--- src/rtl/tmds_channel_decoder.sv ---
// tmds_channel_decoder: receive side of one TMDS lane.
// Deserializes the LSB-first bit stream, aligns to 10-bit words using control
// tokens, and decodes each aligned word into a pixel byte or a 2-bit control code.
module tmds_channel_decoder #(
  parameter int unsigned LOCK_TOKENS = 8,
  parameter int unsigned MAX_GAP     = 4095,
  parameter int unsigned GAP_W       = 12
) (
  input  logic       clk_TMDSI,
  input  logic       resetI,
  input  logic       serialI,
  output logic [7:0] dataO,
  output logic [1:0] ctrlO,
  output logic       deO,
  output logic       validO,
  output logic       lockedO
);

  typedef enum logic [1:0] {
    SEARCH,
    VERIFY,
    LOCKED
  } state_t;

  localparam logic [7:0]       LOCK_N  = 8'(LOCK_TOKENS);
  localparam logic [GAP_W-1:0] GAP_MAX = GAP_W'(MAX_GAP);
  localparam logic [GAP_W-1:0] GAP_ONE = GAP_W'(1);

  state_t           state_q;
  logic [9:0]       shreg_q;
  logic [3:0]       mod10_q;
  logic [7:0]       hits_q;
  logic [7:0]       hits_d;
  logic [GAP_W-1:0] gap_q;
  logic [GAP_W-1:0] gap_d;
  logic             boundary;
  logic             is_tok;
  logic [1:0]       tok_code;
  logic [7:0]       q_bits;
  logic [7:0]       dec_byte;

  assign boundary = (mod10_q == 4'd0);
  assign hits_d   = hits_q + 8'd1;
  assign gap_d    = gap_q + GAP_ONE;

  // Shift register: newest bit enters at the top so the earliest bit ends in bit 0.
  always_ff @(posedge clk_TMDSI) begin
    if (resetI) begin
      shreg_q <= '0;
    end else begin
      shreg_q <= {serialI, shreg_q[9:1]};
    end
  end

  // Control-token recognition on the current 10-bit window.
  always_comb begin
    is_tok   = 1'b0;
    tok_code = 2'b00;
    case (shreg_q)
      10'h354: begin is_tok = 1'b1; tok_code = 2'b00; end
      10'h0AB: begin is_tok = 1'b1; tok_code = 2'b01; end
      10'h154: begin is_tok = 1'b1; tok_code = 2'b10; end
      10'h2AB: begin is_tok = 1'b1; tok_code = 2'b11; end
      default: begin is_tok = 1'b0; tok_code = 2'b00; end
    endcase
  end

  // TMDS data decode: undo optional inversion, then undo the XOR/XNOR chain.
  always_comb begin
    q_bits      = shreg_q[9] ? ~shreg_q[7:0] : shreg_q[7:0];
    dec_byte    = '0;
    dec_byte[0] = q_bits[0];
    for (int unsigned i = 1; i < 8; i++) begin
      dec_byte[i] = shreg_q[8] ? (q_bits[i] ^ q_bits[i-1]) : ~(q_bits[i] ^ q_bits[i-1]);
    end
  end

  // Alignment FSM with word phase, token/gap counters and registered outputs.
  always_ff @(posedge clk_TMDSI) begin
    if (resetI) begin
      state_q <= SEARCH;
      mod10_q <= '0;
      hits_q  <= '0;
      gap_q   <= '0;
      dataO   <= '0;
      ctrlO   <= '0;
      deO     <= 1'b0;
      validO  <= 1'b0;
      lockedO <= 1'b0;
    end else begin
      mod10_q <= (mod10_q == 4'd9) ? 4'd0 : mod10_q + 4'd1;
      validO  <= 1'b0;
      case (state_q)
        SEARCH: begin
          lockedO <= 1'b0;
          // Any-phase hit fixes the word phase: the next boundary is 10 edges away.
          if (is_tok) begin
            mod10_q <= 4'd1;
            hits_q  <= 8'd1;
            state_q <= VERIFY;
          end
        end
        VERIFY: begin
          if (boundary) begin
            if (is_tok) begin
              hits_q <= hits_d;
              if (hits_d == LOCK_N) begin
                state_q <= LOCKED;
                gap_q   <= '0;
                lockedO <= 1'b1;
              end
            end else begin
              state_q <= SEARCH;
              hits_q  <= '0;
            end
          end
        end
        LOCKED: begin
          if (boundary) begin
            validO <= 1'b1;
            deO    <= ~is_tok;
            ctrlO  <= is_tok ? tok_code : 2'b00;
            dataO  <= is_tok ? 8'h00 : dec_byte;
            if (is_tok) begin
              gap_q <= '0;
            end else begin
              gap_q <= gap_d;
              // The word that exhausts the gap budget is still emitted above.
              if (gap_d == GAP_MAX) begin
                state_q <= SEARCH;
                lockedO <= 1'b0;
                hits_q  <= '0;
              end
            end
          end
        end
        default: begin
          state_q <= SEARCH;
        end
      endcase
    end
  end

endmodule

--- config.mk ---
export PLATFORM = sky130hd
export DESIGN_NAME = tmds_channel_decoder
export DESIGN_NICKNAME = d
export VERILOG_FILES = /design/src/rtl/tmds_channel_decoder.sv
export SDC_FILE = /design/constraint.sdc
export NUM_CORES = 1
export LEC_CHECK = 0
export CORE_MARGIN = 4
export CORE_UTILIZATION = 45
export CTS_CLUSTER_SIZE = 40
export DETAILED_ROUTE_END_ITERATION = 12
export GPL_ROUTABILITY_DRIVEN = 0
export PLACE_DENSITY = 0.65
export SYNTH_ARGS = -nofsm -noshare
export SYNTH_HDL_FRONTEND = slang
export SYNTH_SLANG_ARGS = --single-unit
--- constraint.sdc ---
create_clock -name clk_TMDSI -period 2.2 [get_ports clk_TMDSI]
set_input_delay 0.55 -clock clk_TMDSI [delete_from_list [all_inputs] [get_ports clk_TMDSI]]
set_output_delay 0.55 -clock clk_TMDSI [all_outputs]
set_load 0.02 [all_outputs]
After elaboration in Yosys (flattened, before gate mapping)
Cells that the tools add are included.
{ "op_classes": {"addsub": 3, "eq_ne": 17, "muxes": 44, "bitwise_logic": 17, "n_reduce_logical": 11} }
{ "ops": {"columns": ["op", "count"], "rows": [
  ["$mux W8", 8],
  ["$mux W12", 5],
  ["$pmux W12 S2", 1],
  ["$pmux W8 S3", 1],
  ["$eq A10 B10 Y1 const B", 2],
  ["$mux W2", 8],
  ["$mux W1", 15],
  ["$ne A2 B2 Y1 const B", 7],
  ["$add A12 B1 Y12 const B", 1],
  ["$eq A12 B12 Y1 const B", 1],
  ["$mux W4", 3],
  ["$pmux W2 S3", 2],
  ["$reduce_and A6 Y1", 2],
  ["$eq A10 B8 Y1 const B", 1],
  ["$eq A10 B9 Y1 const B", 1],
  ["$not A1 Y1", 9],
  ["$add A8 B1 Y8 const B", 1],
  ["$eq A8 B4 Y1 const B", 1],
  ["$not A8 Y8", 1],
  ["$reduce_and A7 Y1", 1],
  ["$xor A1 B1 Y1", 7],
  ["$reduce_and A5 Y1", 1],
  ["$add A4 B1 Y4 const B", 1],
  ["$eq A4 B4 Y1 const B", 1],
  ["11 further kinds", 11]
]} }
{ "totals": {"register_bits": 49, "out_inout_bits": 13, "wordCells": 102} }

Logic depth before layout (Yosys ltp)
{ "depth": {"word_depth": 6, "mapped_depth": 9, "ltp_nobuf": 8} }

Least setup slack after synthesis
Ideal clock, no wire load.
{ "synth_timing": {"path_kind": "register -> register", "startpoint": "register gap_q[1]", "endpoint": "register hits_q[2]", "setup_time_ns": 0.117, "arrival_ns": 2.091, "t_required_ns": 2.083, "path_slack_ns": -0.009, "stages_incl_launch_ff": 9, "n_path_buf": 0, "cell_sequence": "dfxtp_1 -> ha_1 -> nand2_1 -> or4_4 -> a22oi_2 -> nand4_2 -> a21oi_4 -> o21ai_1 -> a32o_1"} }
{ "synth_between": {"elab_chain_len": 4} }
{ "synth_lines": {"columns": ["element", "line", "text"], "rows": [
  ["start: declaration", "34", "logic [GAP_W-1:0] gap_q;"],
  ["start signal: assignment", "127", "gap_q <= gap_d;"],
  ["$add A12 B1 Y12", "44", "assign gap_d = gap_q + GAP_ONE;"],
  ["$eq A12 B12 Y1", "129", "if (gap_d == GAP_MAX) begin"],
  ["$ne A2 B2 Y1 (no line)", null, null],
  ["$reduce_and A6 Y1 (no line)", null, null],
  ["end signal: assignment", "106", "hits_q <= hits_d;"],
  ["end: declaration", "32", "logic [7:0] hits_q;"]
]} }
No other way between the ends.
A chain may end at the register's enable or synchronous reset.

Final worst setup path
{ "layout_timing": {"startpoint": "register gap_q[0]", "endpoint": "register hits_q[2]"} }
Same word-level chain as after synthesis.

==> flow_metrics.tcl <==
set metrics [dict create \
    status "complete, no violations" \
    antenna_cells 0 \
    dr.pass1.iters 4 \
    rows 26 \
    path_max_fanout 5 \
    synth_edf_count 0 \
    synth_common_cells "dfxtp_1, nor2_1, nand2_1" \
    yosysTopAreaCell "dfxtp_1" \
    cts_sinks 49 \
    rsz0062_at_grt "yes" \
    postSynthCellCount 296 \
    yosys-top-cells-area "dfxtp_1, nor2_1, ha_1" \
    arrival_ns 2.34 \
    register_area_um2 1000 \
    chipHeight_um 82.8 \
    synth_area_um2 2520 \
    drtAntennaViolNets 0 \
    critPathSlowestCell "dfxtp_4" \
    yosysMostFrequentCell "dfxtp_1" \
    critPathTopFamily "compound AO/OA/AOI/OAI gates" \
    grt_use_met1_pct 21.5 \
    yosysSeqAreaShare_pct 38.9 \
    final_hold_viol_count 0 \
    grt_util_met2_pct 28.9 \
    cts_tree "built" \
    fin_cells 418 \
    grt_usage_pct 16.9 \
    multi_input_area_um2 1570 \
    ys_seq_elements 49 \
    syn-num-nets 307 \
    crit_type "flop to flop" \
    drive_above_1_share_pct 23.9 \
    drc_errors 0 \
    wl_um 5960 \
    worst_pin_slew_ns 0.521 \
    area_growth_pct 28.8 \
    viasPerCell 5.53 \
    core_area_um2 5270 \
    yosys_warnings 0 \
    grt-ovfl-total 0 \
    fin_skew_ns 0.00784 \
    wire_per_inst_um 14.3 \
    start_kind "flop" \
    drv_cap 0 \
    cp_data_required_time_ns 2.40 \
    ctsLongestPathBuffers 2 \
    fillCellCount 491 \
    p_leak_nw 1.21 \
    endpoint_kind "flop" \
    die_w_um 82.8 \
    yosysTopAreaCellShare_pct 38.9 \
    finalSetupViolCount 0 \
    drt_iter0_drc 116 \
    syn_avg_cell_area_um2 8.51 \
    met3_usage_pct 2.77 \
    slew_violations 0 \
    worst_hold_path_type "flop to flop" \
    fmax_mhz 468 \
    fin_crit_sh_pct 97.1 \
    dieArea_um2 6860 \
    min_period_ns 2.14 \
    grt_busiest_layer "met2" \
    dp.cells 405 \
    grt_first_pass_wirelength_um 9800 \
    final_nets 358 \
    grt_antenna_before_repair 0 \
    clockRootBuffer "clkbuf_8" \
    crit_chain "ha_1 > nand2_1 > buf_4 > or3_4 > a22oi_2 > nand4_4 > a21oi_4 > o21ai_1 > a32o_1" \
    critPathMaxStageDelay_ns 0.39 \
    io_buffers 15 \
    htreeDepth 2 \
    dpl.hpwl_um 4190 \
    worstSkewPairLatency_ns 0.31 \
    grt_max_degree 29 \
    cts.clk_slew.worst_paths_ns 0.09 \
    path_buf_inv 1 \
    cts_buffers 5 \
    synth_flop_cell "dfxtp_1" \
    vias 2312 \
    ir_drop_v 0.000424 \
    relSlewSlack_pct 64.9 \
    hold_buffers 0 \
    synthArstFlopShare_pct 0 \
    ys_types 51 \
    p_per_area_nw_per_um2 497 \
    grt_pass1_vias 2210 \
    ios 16 \
    initial_core_util_pct 47.8 \
    finalPower_w 0.00161 \
]
==> stage by stage <==
step	util, %	setup TNS, ns	hold slack, ns	area (um2)	worst slack, ns
floorplan	-	0	0.445	2520	0.0165
global placement	56.3	-0.576	0.460	2970	-0.0998
detailed placement	56.3	-1.05	0.475	2970	-0.141
CTS	59.2	0	0.488	3120	0.00268
global route	61.5	-0.365	0.530	3240	-0.0691
finish	61.5	0	0.498	3240	0.0645
==> worst paths after layout <==
| path | to | slack [ns] | start | cells past startpoint |
|---|---|---|---|---|
| max reg2reg | hits_q[2] | 0.06 | gap_q[0] | 9 |
| min | deO | 0.50 | deO | 2 |
| min reg2reg | deO | 0.50 | deO | 2 |
| max | hits_q[2] | 0.06 | gap_q[0] | 9 |
==> logic make-up (layout without fill, tap and decap cells) <==
family	Yosys count	after routing	synth area share (%)
AND/OR/NAND/NOR	129	129	28.0
AO/OA/AOI/OAI	75	76	20.1
flip-flops	49	49	38.9
buffers and inverters	19	70	3.18
XOR/XNOR	13	13	4.52
adder cells (fa/ha/maj)	8	8	3.97
multiplexers	3	3	1.24
==> worst min-delay path, delay by kind of cell, from the launching register on <==
kind	cells	cell delay [ns]
compound gates	1	0.06
simple gates	1	0.07
flops	1	0.34
==> cells in the final DEF (no fill, tap or decap), types with 4 or more instances in the layout <==
master           count
dfxtp_1             40
buf_4               37
nor2_1              32
nand2_1             24
a21oi_1             15
o21ai_0             15
clkdlybuf4s50_1     15
nor2b_1             12
and3_1               9
a22oi_1              9
nand3_1              9
inv_1                8
xnor2_1              8
o21ai_1              8
ha_1                 7
a32o_1               6
clkbuf_8             6
xor2_1               5
or3_1                5
nor3b_1              5
dfxtp_2              5
nand4_1              4
dfxtp_4              4
==> layer usage <==
metal	routed length (um)	share of wire, %
met1	2830	47
met2	2890	48
met3	159	2.7
met4	82	1.4
met5	0	0
==> registers in the layout, indices dropped and copies added (netlist names) <==
register / flops
shreg_q: 10
deO: 1
state_q: 2
gap_q: 12
lockedO: 1
ctrlO: 2
validO: 1
mod10_q: 4
dataO: 8
hits_q: 8
==> power breakdown <==
part | leakage [nW] | total, W | switching, W | internal [W]
logic | 0.758 | 0.000130 | 0.0000748 | 0.0000548
clock network | 0.0518 | 0.000580 | 0.000319 | 0.000261
registers | 0.402 | 0.000903 | 0.0000104 | 0.000893
total | 1.21 | 0.00161 | 0.000404 | 0.00121
==> area by class of cell <==
type	instances	share of cell area [%]
clock buffers	6	2.55
clock inverters	2	0.540
inverters	8	0.926
multi-input cells	229	48.5
flip-flops and latches	49	30.9
well taps	70	2.70
repair buffers	54	13.9
==> repair_timing <==
action | CTS | global route
pin swaps | 4 | 19
cloned | 1 | 0
setup buffers | 0 | 4
gates resized for setup | 14 | 26
hold endpoints to repair | 0 | 0
setup endpoints to repair | 19 | 21
Note: power is estimated with default switching activity, not from simulation.
